## config.mk

```make
export PLATFORM = sky130hd
export DESIGN_NAME = spi_host_master
export DESIGN_NICKNAME = d
export VERILOG_FILES = /design/src/rtl/spi_host_master.sv
export SDC_FILE = /design/constraint.sdc
export NUM_CORES = 1
export LEC_CHECK = 0
export BUFFER_PORTS_ARGS = -buffer_cell sky130_fd_sc_hd__buf_2
export CELL_PAD_IN_SITES_DETAIL_PLACEMENT = 0
export CELL_PAD_IN_SITES_GLOBAL_PLACEMENT = 1
export CORE_MARGIN = 1
export CORE_UTILIZATION = 46
export CTS_BUF_LIST = sky130_fd_sc_hd__clkbuf_2 sky130_fd_sc_hd__clkbuf_4 sky130_fd_sc_hd__clkbuf_8
export DETAILED_ROUTE_END_ITERATION = 10
export GPL_TIMING_DRIVEN = 1
export PLACE_DENSITY_LB_ADDON = 0.1
export SLEW_MARGIN = 20
export SYNTH_ARGS = -nofsm -noshare
export SYNTH_HDL_FRONTEND = slang
export SYNTH_SLANG_ARGS = --single-unit
```

## constraint.sdc

```tcl
create_clock -name clk -period 2.7 [get_ports clk]
set_input_delay 0.54 -clock clk [delete_from_list [all_inputs] [get_ports clk]]
set_output_delay 0.54 -clock clk [all_outputs]
set_load 0.02 [all_outputs]
```

## src/rtl/spi_host_master.sv

```systemverilog
// spi_host_master: byte-wide SPI master driving an io-controller SPI link in
// mode 0, MSB first. There are four software-controlled chip selects, and each
// one is active low on the pins. One byte shifts every 16*CLKDIV clk cycles.
// Defining SPI_HOST_BURST_EN adds a one-entry holding register so that bytes
// can chain with no idle cycle between them.
//
// state   | meaning
// --------+---------------------------------------------------------------
// IDLE    | no transfer; sck low, mosi low, ready for a byte
// LOW     | sck low for CLKDIV cycles; mosi holds the current bit
// HIGH    | sck high for CLKDIV cycles; miso was sampled on entry
module spi_host_master #(
  parameter int unsigned CLKDIV = 4
) (
  input  logic       clk,
  input  logic       reset,
  input  logic       cs_we,
  input  logic [3:0] cs_value,
  input  logic       tx_valid,
  input  logic [7:0] tx_data,
  output logic       tx_ready,
  output logic       rx_valid,
  output logic [7:0] rx_data,
  output logic       busy,
  output logic       spi_sck,
  output logic       spi_mosi,
  input  logic       spi_miso,
  output logic       spi_conf_data0_n,
  output logic       spi_ss2_n,
  output logic       spi_ss3_n,
  output logic       spi_ss4_n
);

  localparam logic [1:0] ST_IDLE = 2'd0;
  localparam logic [1:0] ST_LOW  = 2'd1;
  localparam logic [1:0] ST_HIGH = 2'd2;

  localparam logic [7:0] DIV_LOAD = 8'(CLKDIV - 1);

  logic [1:0] state;
  logic [7:0] div_cnt;
  logic [2:0] bit_cnt;
  logic [6:0] tx_shift;   // bits still to be sent after the one on mosi
  logic [7:0] rx_shift;
  logic [3:0] sel_n;
  logic       accept;
  logic       phase_end;
  logic       byte_done;

  assign busy      = (state != ST_IDLE);
  assign phase_end = (div_cnt == 8'd0);
  assign byte_done = (state == ST_HIGH) && phase_end && (bit_cnt == 3'd7);
  assign accept    = tx_valid && tx_ready;

  assign {spi_ss4_n, spi_ss3_n, spi_ss2_n, spi_conf_data0_n} = sel_n;

`ifdef SPI_HOST_BURST_EN
  logic [7:0] hold_data;
  logic       hold_full;
  logic       chain_go;
  logic [7:0] chain_byte;

  assign tx_ready   = !hold_full;
  // At the end of a byte, a held byte wins. Otherwise a byte offered on that
  // same edge goes straight into the shifter.
  assign chain_go   = hold_full || tx_valid;
  assign chain_byte = hold_full ? hold_data : tx_data;

  // Holding register: fills while a transfer is running and empties when the byte ends.
  always_ff @(posedge clk or posedge reset) begin
    if (reset) begin
      hold_full <= 1'b0;
      hold_data <= 8'h00;
    end else if (byte_done) begin
      hold_full <= 1'b0;
    end else if (accept && busy) begin
      hold_data <= tx_data;
      hold_full <= 1'b1;
    end
  end
`else
  assign tx_ready = (state == ST_IDLE);
`endif

  // Chip-select register: selects can only be changed between transfers.
  always_ff @(posedge clk or posedge reset) begin
    if (reset) begin
      sel_n <= 4'hF;
    end else if (cs_we && !busy) begin
      sel_n <= ~cs_value;
    end
  end

  // Shift engine: half-period down-counter plus the IDLE/LOW/HIGH sequencing.
  always_ff @(posedge clk or posedge reset) begin
    if (reset) begin
      state    <= ST_IDLE;
      div_cnt  <= DIV_LOAD;
      bit_cnt  <= 3'd0;
      tx_shift <= 7'd0;
      rx_shift <= 8'h00;
      rx_data  <= 8'h00;
      rx_valid <= 1'b0;
      spi_sck  <= 1'b0;
      spi_mosi <= 1'b0;
    end else begin
      rx_valid <= 1'b0;
      case (state)
        ST_IDLE: begin
          if (accept) begin
            tx_shift <= tx_data[6:0];
            spi_mosi <= tx_data[7];
            bit_cnt  <= 3'd0;
            div_cnt  <= DIV_LOAD;
            state    <= ST_LOW;
          end
        end
        ST_LOW: begin
          if (phase_end) begin
            spi_sck  <= 1'b1;
            rx_shift <= {rx_shift[6:0], spi_miso};
            div_cnt  <= DIV_LOAD;
            state    <= ST_HIGH;
          end else begin
            div_cnt <= div_cnt - 8'd1;
          end
        end
        ST_HIGH: begin
          if (phase_end) begin
            spi_sck <= 1'b0;
            div_cnt <= DIV_LOAD;
            if (bit_cnt != 3'd7) begin
              spi_mosi <= tx_shift[6];
              tx_shift <= {tx_shift[5:0], 1'b0};
              bit_cnt  <= bit_cnt + 3'd1;
              state    <= ST_LOW;
            end else begin
              rx_data  <= rx_shift;
              rx_valid <= 1'b1;
`ifdef SPI_HOST_BURST_EN
              if (chain_go) begin
                tx_shift <= chain_byte[6:0];
                spi_mosi <= chain_byte[7];
                bit_cnt  <= 3'd0;
                state    <= ST_LOW;
              end else begin
                spi_mosi <= 1'b0;
                state    <= ST_IDLE;
              end
`else
              spi_mosi <= 1'b0;
              state    <= ST_IDLE;
`endif
            end
          end else begin
            div_cnt <= div_cnt - 8'd1;
          end
        end
        default: state <= ST_IDLE;
      endcase
    end
  end

endmodule

```

==> results_dict.tcl, run 1 <==
set metrics [dict create \
    insertion_delay_ns 0.29 \
    fmax_mhz 464.7 \
    die_w_um 68.71 \
    async_reset_ff_frac 1.000 \
    design.portCount 34 \
    critPathRequiredTime_ns 2.88 \
    synth-edff-count 0 \
    insertedDiodeCount 0 \
    port_buffers 33 \
    setup_total_negative_slack_ns 0 \
    grt_overflow_total 0 \
    worstSetupStartpoint "bit_cnt[0]" \
    dp_worst_setup_slack_ns 0.5547 \
    pwr_density_cell_nw_per_um2 470.3 \
    cts_htree_levels 2 \
    final_instance_area_um2 2340 \
    dieHeight_um 68.71 \
    final_nets 226 \
    grt_setup_unrepaired "no" \
    timing.critical_path.to_type "flip-flop" \
    initial_core_util 0.4940 \
    overall_global_routing_usage 0.1782 \
    first_iter_violations 54 \
    status "finished clean" \
    path_class "reg2reg" \
    clk_pin_slew_worst_paths_ns 0.09 \
    first_global_vias 1308 \
    area.growth.synth_to_final_pct 14.30 \
    rows 23 \
    final-seq-area_um2 1084 \
    cp_data_arrival_time_ns 2.34 \
    post_cts_hold_buffer_count 0 \
    post_cts.repair.setup_buffers 0 \
    worstReg2RegEnd "tx_shift[4]" \
    ctsResizeCount 0 \
    clock_tree_from_tritoncts "yes" \
    clock_skew_ns 0.008298 \
    routabilityCongestion 0.7941 \
    cts.path.max_buffers 2 \
    critical_path.max_fanout 8 \
    hold_path.class "in2async" \
    nFillCells 366 \
    cts_inserted_buffers 5 \
    power.static_leakage_nw 1.165 \
    r2r_setup_slack_ns 0.55 \
    postSynth.topFlopCell "sky130_fd_sc_hd__dfrtp_1" \
    netlist_area_um2 2047 \
    synth_seq_area_share 0.5293 \
    layout_min_cycle_time_ns 2.152 \
    routed-via-count 1295 \
    cp_slowest_cell "sky130_fd_sc_hd__dfrtp_1" \
    area_occupied_by_multi_input_gates_um2 894.6 \
    synth_area_per_cell_um2 12.56 \
    viasPerCell 5.139 \
    hold-worst-slack_ns 0.3751 \
    setup_ws_ns 0.5482 \
    timing.critical_path.depth 6 \
    post-route-drc-count 0 \
    synth_warn 0 \
    slew_viol_final 0 \
    worst_path_cell_chain "ha_1 > ha_1 > nor2b_1 > a41oi_1 > nor2_2 > mux2_2" \
    worst_path_largest_cell_delay_ns 0.40 \
    timing.critical_path.buf_inv 0 \
    worstSetupEndpoint "tx_shift[4]" \
    antenna_found_initial 0 \
    core_area_um2 4144 \
    grt_first_pass_wirelength_um 6078 \
    cts.sink_count 43 \
    syn_nets 188 \
    drv_cap 0 \
    critPathTopFamily "simple AND/OR/NAND/NOR gates" \
    period_share 0.7970 \
    power.ir.vdd_worst_mv 0.2025 \
    setup_viol 0 \
    dp.final_hpwl_um 2606 \
    placed_area_um2 2251 \
    synth_cell_type_count 42 \
    design.die.area_um2 4720 \
    cts.root.buffer_cell "sky130_fd_sc_hd__clkbuf_8" \
    1st_pass_router_iterations 4 \
    max-slew-margin-rel 0.5984 \
    routed_wire_length_per_instance_um 14.43 \
    worstReg2RegStart "bit_cnt[0]" \
    post_route_cells_drive_above_1_share 0.4109 \
    timing.final.hold_violations 0 \
    slew_at_the_pin_closest_to_its_max_slew_limit_ns 0.6012 \
    grt_max_degree 44 \
    synth_cells 163 \
    ff2ff_path_depth 6 \
    ys_ff_latch 43 \
    finalWirelength_um 3636 \
    route.antenna.remaining_nets 0 \
    most_repeated_library_cell_on_the_critical_path "sky130_fd_sc_hd__ha_1" \
    cp-start-kind "flip-flop" \
]
power by group:
group	leakage (nW)	switching [mW]	internal [mW]	total [mW]
Combinational	0.575	0.0195	0.0180	0.0375
Clock	0.0446	0.218	0.191	0.409
Sequential	0.545	0.00436	0.650	0.654
Yosys cell counts (3+ instances only):
master	count	share of area
sky130_fd_sc_hd__mux2_4	8	0.059
sky130_fd_sc_hd__dfrtp_1	37	0.45
sky130_fd_sc_hd__ha_1	8	0.049
sky130_fd_sc_hd__o21ai_0	6	0.015
sky130_fd_sc_hd__nand2_1	8	0.015
sky130_fd_sc_hd__xnor2_1	4	0.017
sky130_fd_sc_hd__nor2b_1	3	0.0092
sky130_fd_sc_hd__dfstp_2	6	0.077
sky130_fd_sc_hd__mux2_2	21	0.12
sky130_fd_sc_hd__a21oi_1	3	0.0073
sky130_fd_sc_hd__inv_1	8	0.015
sky130_fd_sc_hd__nor2_1	13	0.024
metrics by stage:
stage | instances | power, mW | util
detailed placement | 244 | 0.7063 | 0.5432
global route | 252 | 1.143 | 0.5646
floorplan | 163 | 0.6863 | -
CTS | 252 | 1.121 | 0.5646
global placement | 244 | 0.7036 | 0.5432
finish | 252 | 1.100 | 0.5646
worst min-delay path: stages:
cell,delay [ns]
sky130_fd_sc_hd__buf_2,0.09
sky130_fd_sc_hd__inv_1,0.04
sky130_fd_sc_hd__buf_4,0.45
cell usage in the layout, fill, tap and decap left out, types with 2 or more instances in the layout:
cell type / netlist / routed
sky130_fd_sc_hd__o2bb2ai_1: 2 / 2
sky130_fd_sc_hd__nor4_1: 2 / 2
sky130_fd_sc_hd__a31oi_1: 2 / 2
sky130_fd_sc_hd__nand3_1: 2 / 2
sky130_fd_sc_hd__mux2_2: 21 / 21
sky130_fd_sc_hd__mux2_4: 8 / 8
sky130_fd_sc_hd__a21oi_1: 3 / 3
sky130_fd_sc_hd__ha_1: 8 / 8
sky130_fd_sc_hd__buf_2: 0 / 33
sky130_fd_sc_hd__dfstp_2: 6 / 6
sky130_fd_sc_hd__clkbuf_8: 0 / 5
sky130_fd_sc_hd__nand4b_1: 2 / 2
sky130_fd_sc_hd__nand2_1: 8 / 8
sky130_fd_sc_hd__o21a_1: 2 / 2
sky130_fd_sc_hd__buf_4: 0 / 2
sky130_fd_sc_hd__xnor2_1: 4 / 4
sky130_fd_sc_hd__xor2_1: 2 / 2
sky130_fd_sc_hd__nor2_1: 13 / 13
sky130_fd_sc_hd__nor2b_1: 3 / 3
sky130_fd_sc_hd__o21ai_0: 6 / 6
sky130_fd_sc_hd__nor3b_1: 2 / 2
sky130_fd_sc_hd__inv_1: 8 / 8
sky130_fd_sc_hd__dfrtp_1: 37 / 37
how the worst min path moves through the flow:
stage	start	endpoint	depth (start not counted)
after floorplan	tx_shift[0]	tx_shift[0]	2
after global placement	sel_n[0]	sel_n[0]	2
after detailed placement	sel_n[3]	sel_n[3]	2
after CTS	reset	div_cnt[3]	3
after global routing	cs_value[3]	sel_n[3]	2
final	reset	rx_data[0]	3
registers in the layout (all words and copies together), names as in the netlist:
register	cells
rx_data	8
rx_valid	1
rx_shift	8
bit_cnt	3
sel_n	4
state	2
spi_mosi	1
div_cnt	8
tx_shift	7
spi_sck	1
area by class of cell:
class / count / area share
Multi-Input combinational cell: 108 / 0.3824
Sequential cell: 43 / 0.4631
Clock inverter: 2 / 0.005348
Clock buffer: 6 / 0.03262
Timing Repair Buffer: 35 / 0.07701
Inverter: 8 / 0.01283
Tap cell: 50 / 0.02674
kinds of logic after synthesis:
group,count (synthesis),synth area share
AO/OA/AOI/OAI,21,0.06846
adder cells (fa/ha/maj),8,0.04890
multiplexers,29,0.1742
XOR/XNOR,6,0.02567
buffers and inverters,12,0.03362
AND/OR/NAND/NOR,44,0.1198
flip-flops,43,0.5293
metal layers:
layer  share of wire  track usage  up-vias
met5               0            0        -
met4           0.011      0.07653        0
met3           0.043      0.03947        5
met2            0.46       0.2721       35
met1            0.49       0.2427      613
li1                -            -      642
(Power assumes the default switching activity.)
==> inputs of run 2 (changes only) <==
--- a/config.mk
+++ b/config.mk
@@ -5,11 +5,12 @@
 export SDC_FILE = /design/constraint.sdc
 export NUM_CORES = 1
 export LEC_CHECK = 0
+export ABC_AREA = 1
 export BUFFER_PORTS_ARGS = -buffer_cell sky130_fd_sc_hd__buf_2
 export CELL_PAD_IN_SITES_DETAIL_PLACEMENT = 0
 export CELL_PAD_IN_SITES_GLOBAL_PLACEMENT = 1
 export CORE_MARGIN = 1
-export CORE_UTILIZATION = 46
+export CORE_UTILIZATION = 39
 export CTS_BUF_LIST = sky130_fd_sc_hd__clkbuf_2 sky130_fd_sc_hd__clkbuf_4 sky130_fd_sc_hd__clkbuf_8
 export DETAILED_ROUTE_END_ITERATION = 10
 export GPL_TIMING_DRIVEN = 1
==> constraint.sdc (replaced) <==
create_clock -name clk -period 1.9 [get_ports clk]
set_input_delay 0.38 -clock clk [delete_from_list [all_inputs] [get_ports clk]]
set_output_delay 0.38 -clock clk [all_outputs]
set_load 0.02 [all_outputs]
==> run 2 against run 1 <==
- synthesized area is 4.2% higher
- cell area is 6.1% higher
- synthesized cell count is 55% higher
- non-clock buffer count is 4 higher
- via count is 28% higher
- clock power is 43% higher
- clock skew is 0.00054 ns lower
- core utilization is 8.4 points lower
- final cell count is 45% higher
- power grew to 3.1 times the previous value
- setup slack worse by 0.38 ns
- die area is 22% higher
- critical endpoint is now busy
- largest cell class unchanged
==> results_dict.tcl, run 2 <==
set metrics [dict create \
    ys_ff_latch 43 \
    synth_area_leader_cell "sky130_fd_sc_hd__dfrtp_1" \
    setup_viol 0 \
    1st_pass_router_iterations 4 \
    critPathRequiredTime_ns 1.52 \
    setup_total_negative_slack_ns 0 \
    routed_wire_length_per_instance_um 11.24 \
    cts_htree_levels 2 \
    timing.final.hold_violations 0 \
    finalWirelength_um 4104 \
    cts.path.max_buffers 2 \
    pwr_density_cell_nw_per_um2 1395 \
    postSynth.topFlopCell "sky130_fd_sc_hd__dfrtp_1" \
    async_reset_ff_frac 1.000 \
    most_repeated_library_cell_on_the_critical_path "sky130_fd_sc_hd__inv_1" \
    final_total_pwr_mw 3.464 \
    synth_area_leaders "sky130_fd_sc_hd__dfrtp_1 43%, sky130_fd_sc_hd__nand2_1 15%, sky130_fd_sc_hd__dfstp_2 7.4%" \
    grt_setup_unrepaired "no" \
    cp_data_arrival_time_ns 1.35 \
    design.portCount 34 \
    critical_path.max_fanout 5 \
    cts_inserted_buffers 5 \
    layout_common_cells "86 x sky130_fd_sc_hd__nand2_1, 37 x sky130_fd_sc_hd__dfrtp_1, 33 x sky130_fd_sc_hd__buf_2, 30 x sky130_fd_sc_hd__inv_1, 15 x sky130_fd_sc_hd__nand3_1" \
    dp.final_hpwl_um 2937 \
    die_w_um 75.94 \
    layout_min_cycle_time_ns 1.728 \
    path_class "reg2out" \
    first_global_vias 1573 \
    area_occupied_by_multi_input_gates_um2 897.1 \
    post_route_cells_drive_above_1_share 0.2610 \
    cts.sink_count 43 \
    routabilityCongestion 0.7523 \
    worst_path_largest_cell_delay_ns 0.41 \
    yosys-top-cells-count "86 x sky130_fd_sc_hd__nand2_1, 37 x sky130_fd_sc_hd__dfrtp_1, 30 x sky130_fd_sc_hd__inv_1" \
    insertion_delay_ns 0.30 \
    power.ir.vdd_worst_mv 0.5879 \
    largestRegisters "div_cnt (8), rx_data (8), rx_shift (8)" \
    grt_max_degree 44 \
    cp-start-kind "flip-flop" \
    core_area_um2 5172 \
    post-route-drc-count 0 \
    timing.critical_path.to_type "primary output" \
    period_share 0.9094 \
    first_iter_violations 46 \
    synth_cell_type_count 27 \
    slew_at_the_pin_closest_to_its_max_slew_limit_ns 0.5548 \
    syn_nets 278 \
    grt_first_pass_wirelength_um 7272 \
    antenna_found_initial 0 \
    synth-edff-count 0 \
    worstReg2RegStart "state[0]" \
    dieHeight_um 75.94 \
    rows 26 \
    insertedDiodeCount 0 \
    hold_path.class "in2async" \
    status "finished clean" \
    timing.critical_path.buf_inv 3 \
    final_common_cell "sky130_fd_sc_hd__nand2_1" \
    routed-via-count 1653 \
    yosys.cell_count.top_type "sky130_fd_sc_hd__nand2_1" \
    fmax_mhz 578.7 \
    power.static_leakage_nw 1.345 \
    synth_cells 253 \
    clock_tree_from_tritoncts "yes" \
    synth_seq_area_share 0.5082 \
    grt_overflow_total 0 \
    clk_pin_slew_worst_paths_ns 0.08 \
    max-slew-margin-rel 0.6301 \
    hold-worst-slack_ns 0.2062 \
    final-seq-area_um2 1084 \
    ff2ff_path_depth 7 \
    cp_slowest_cell "sky130_fd_sc_hd__dfrtp_1" \
    clock_skew_ns 0.007756 \
    post_cts.repair.setup_buffers 0 \
    design.die.area_um2 5766 \
    slew_viol_final 0 \
    synth_area_per_cell_um2 8.427 \
    initial_core_util 0.4122 \
    viasPerCell 4.529 \
    nFillCells 527 \
    synth_warn 0 \
    critPathTopFamily "flip-flops" \
    worstReg2RegEnd "div_cnt[3]" \
    r2r_setup_slack_ns 0.21 \
    port_buffers 33 \
    worst_path_cell_chain "inv_1 > ha_1 > inv_1 > buf_2" \
    final_nets 319 \
    cts.root.buffer_cell "sky130_fd_sc_hd__clkbuf_8" \
    drv_cap 0 \
    overall_global_routing_usage 0.1610 \
    synth_top_cell_area_share 0.4343 \
    netlist_area_um2 2132 \
    route.antenna.remaining_nets 0 \
    area.growth.synth_to_final_pct 16.49 \
]
[run 2: cell type report]
cell class | count | area share
multi-input cells | 174 | 0.3612
inverters | 31 | 0.04685
clock inverters | 2 | 0.005038
repair buffers | 39 | 0.08463
clock buffers | 6 | 0.03073
well taps | 70 | 0.03526
flip-flops and latches | 43 | 0.4363
[run 2: worst max-delay path by stage]
| stage | from | endpoint | slack [ns] | cells after the start |
|---|---|---|---|---|
| after floorplan | state[0] | div_cnt[3] | 0.32 | 7 |
| after global placement | state[0] | div_cnt[6] | 0.29 | 9 |
| after detailed placement | state[0] | div_cnt[3] | 0.20 | 7 |
| after CTS | state[1] | busy | 0.16 | 4 |
| after global routing | state[0] | div_cnt[3] | 0.02 | 7 |
| final | state[1] | busy | 0.17 | 4 |
[run 2: through the flow]
step                area, µm²  setup WS [ns]    util  cells
floorplan                2132         0.3159       -    253
global placement         2390         0.2864  0.4620    357
detailed placement       2390         0.1968  0.4620    357
CTS                      2479         0.1592  0.4792    365
global route             2484        0.01828  0.4802    365
finish                   2484         0.1721  0.4802    365
[run 2: per-layer routing]
layer  up-vias  wire length, µm  track usage
met3         6              144      0.04217
met1       747             2021       0.2062
met5         -                0            0
met4         0               63      0.05769
li1        873                -            -
met2        27             1874       0.2627
[run 2: report_power, final]
part | internal [mW] | switching (mW)
combinational | 0.509 | 1.00
sequential | 1.21 | 0.158
clock | 0.271 | 0.313
[run 2: what timing repair did]
action                     in CTS  in global routing
resized for setup               0                  2
setup endpoints to repair       0                  2
hold buffers                    0                  0
[run 2: tightest hold or removal path, cell delays in order]
cell,delay [ns]
sky130_fd_sc_hd__buf_2,0.09
sky130_fd_sc_hd__inv_1,0.04
sky130_fd_sc_hd__buf_4,0.45
[run 2: logic make-up (layout without fill, tap and decap cells)]
| group | Yosys count | after routing | share of synthesized area |
|---|---|---|---|
| and+or+nand+nor | 134 | 134 | 0.2764 |
| DFF | 43 | 43 | 0.5082 |
| buffers and inverters | 36 | 78 | 0.07336 |
| AOI/OAI and AO/OA | 30 | 30 | 0.08686 |
| adders and majority gates | 8 | 8 | 0.04695 |
| xor gates and xnor gates | 2 | 2 | 0.008217 |
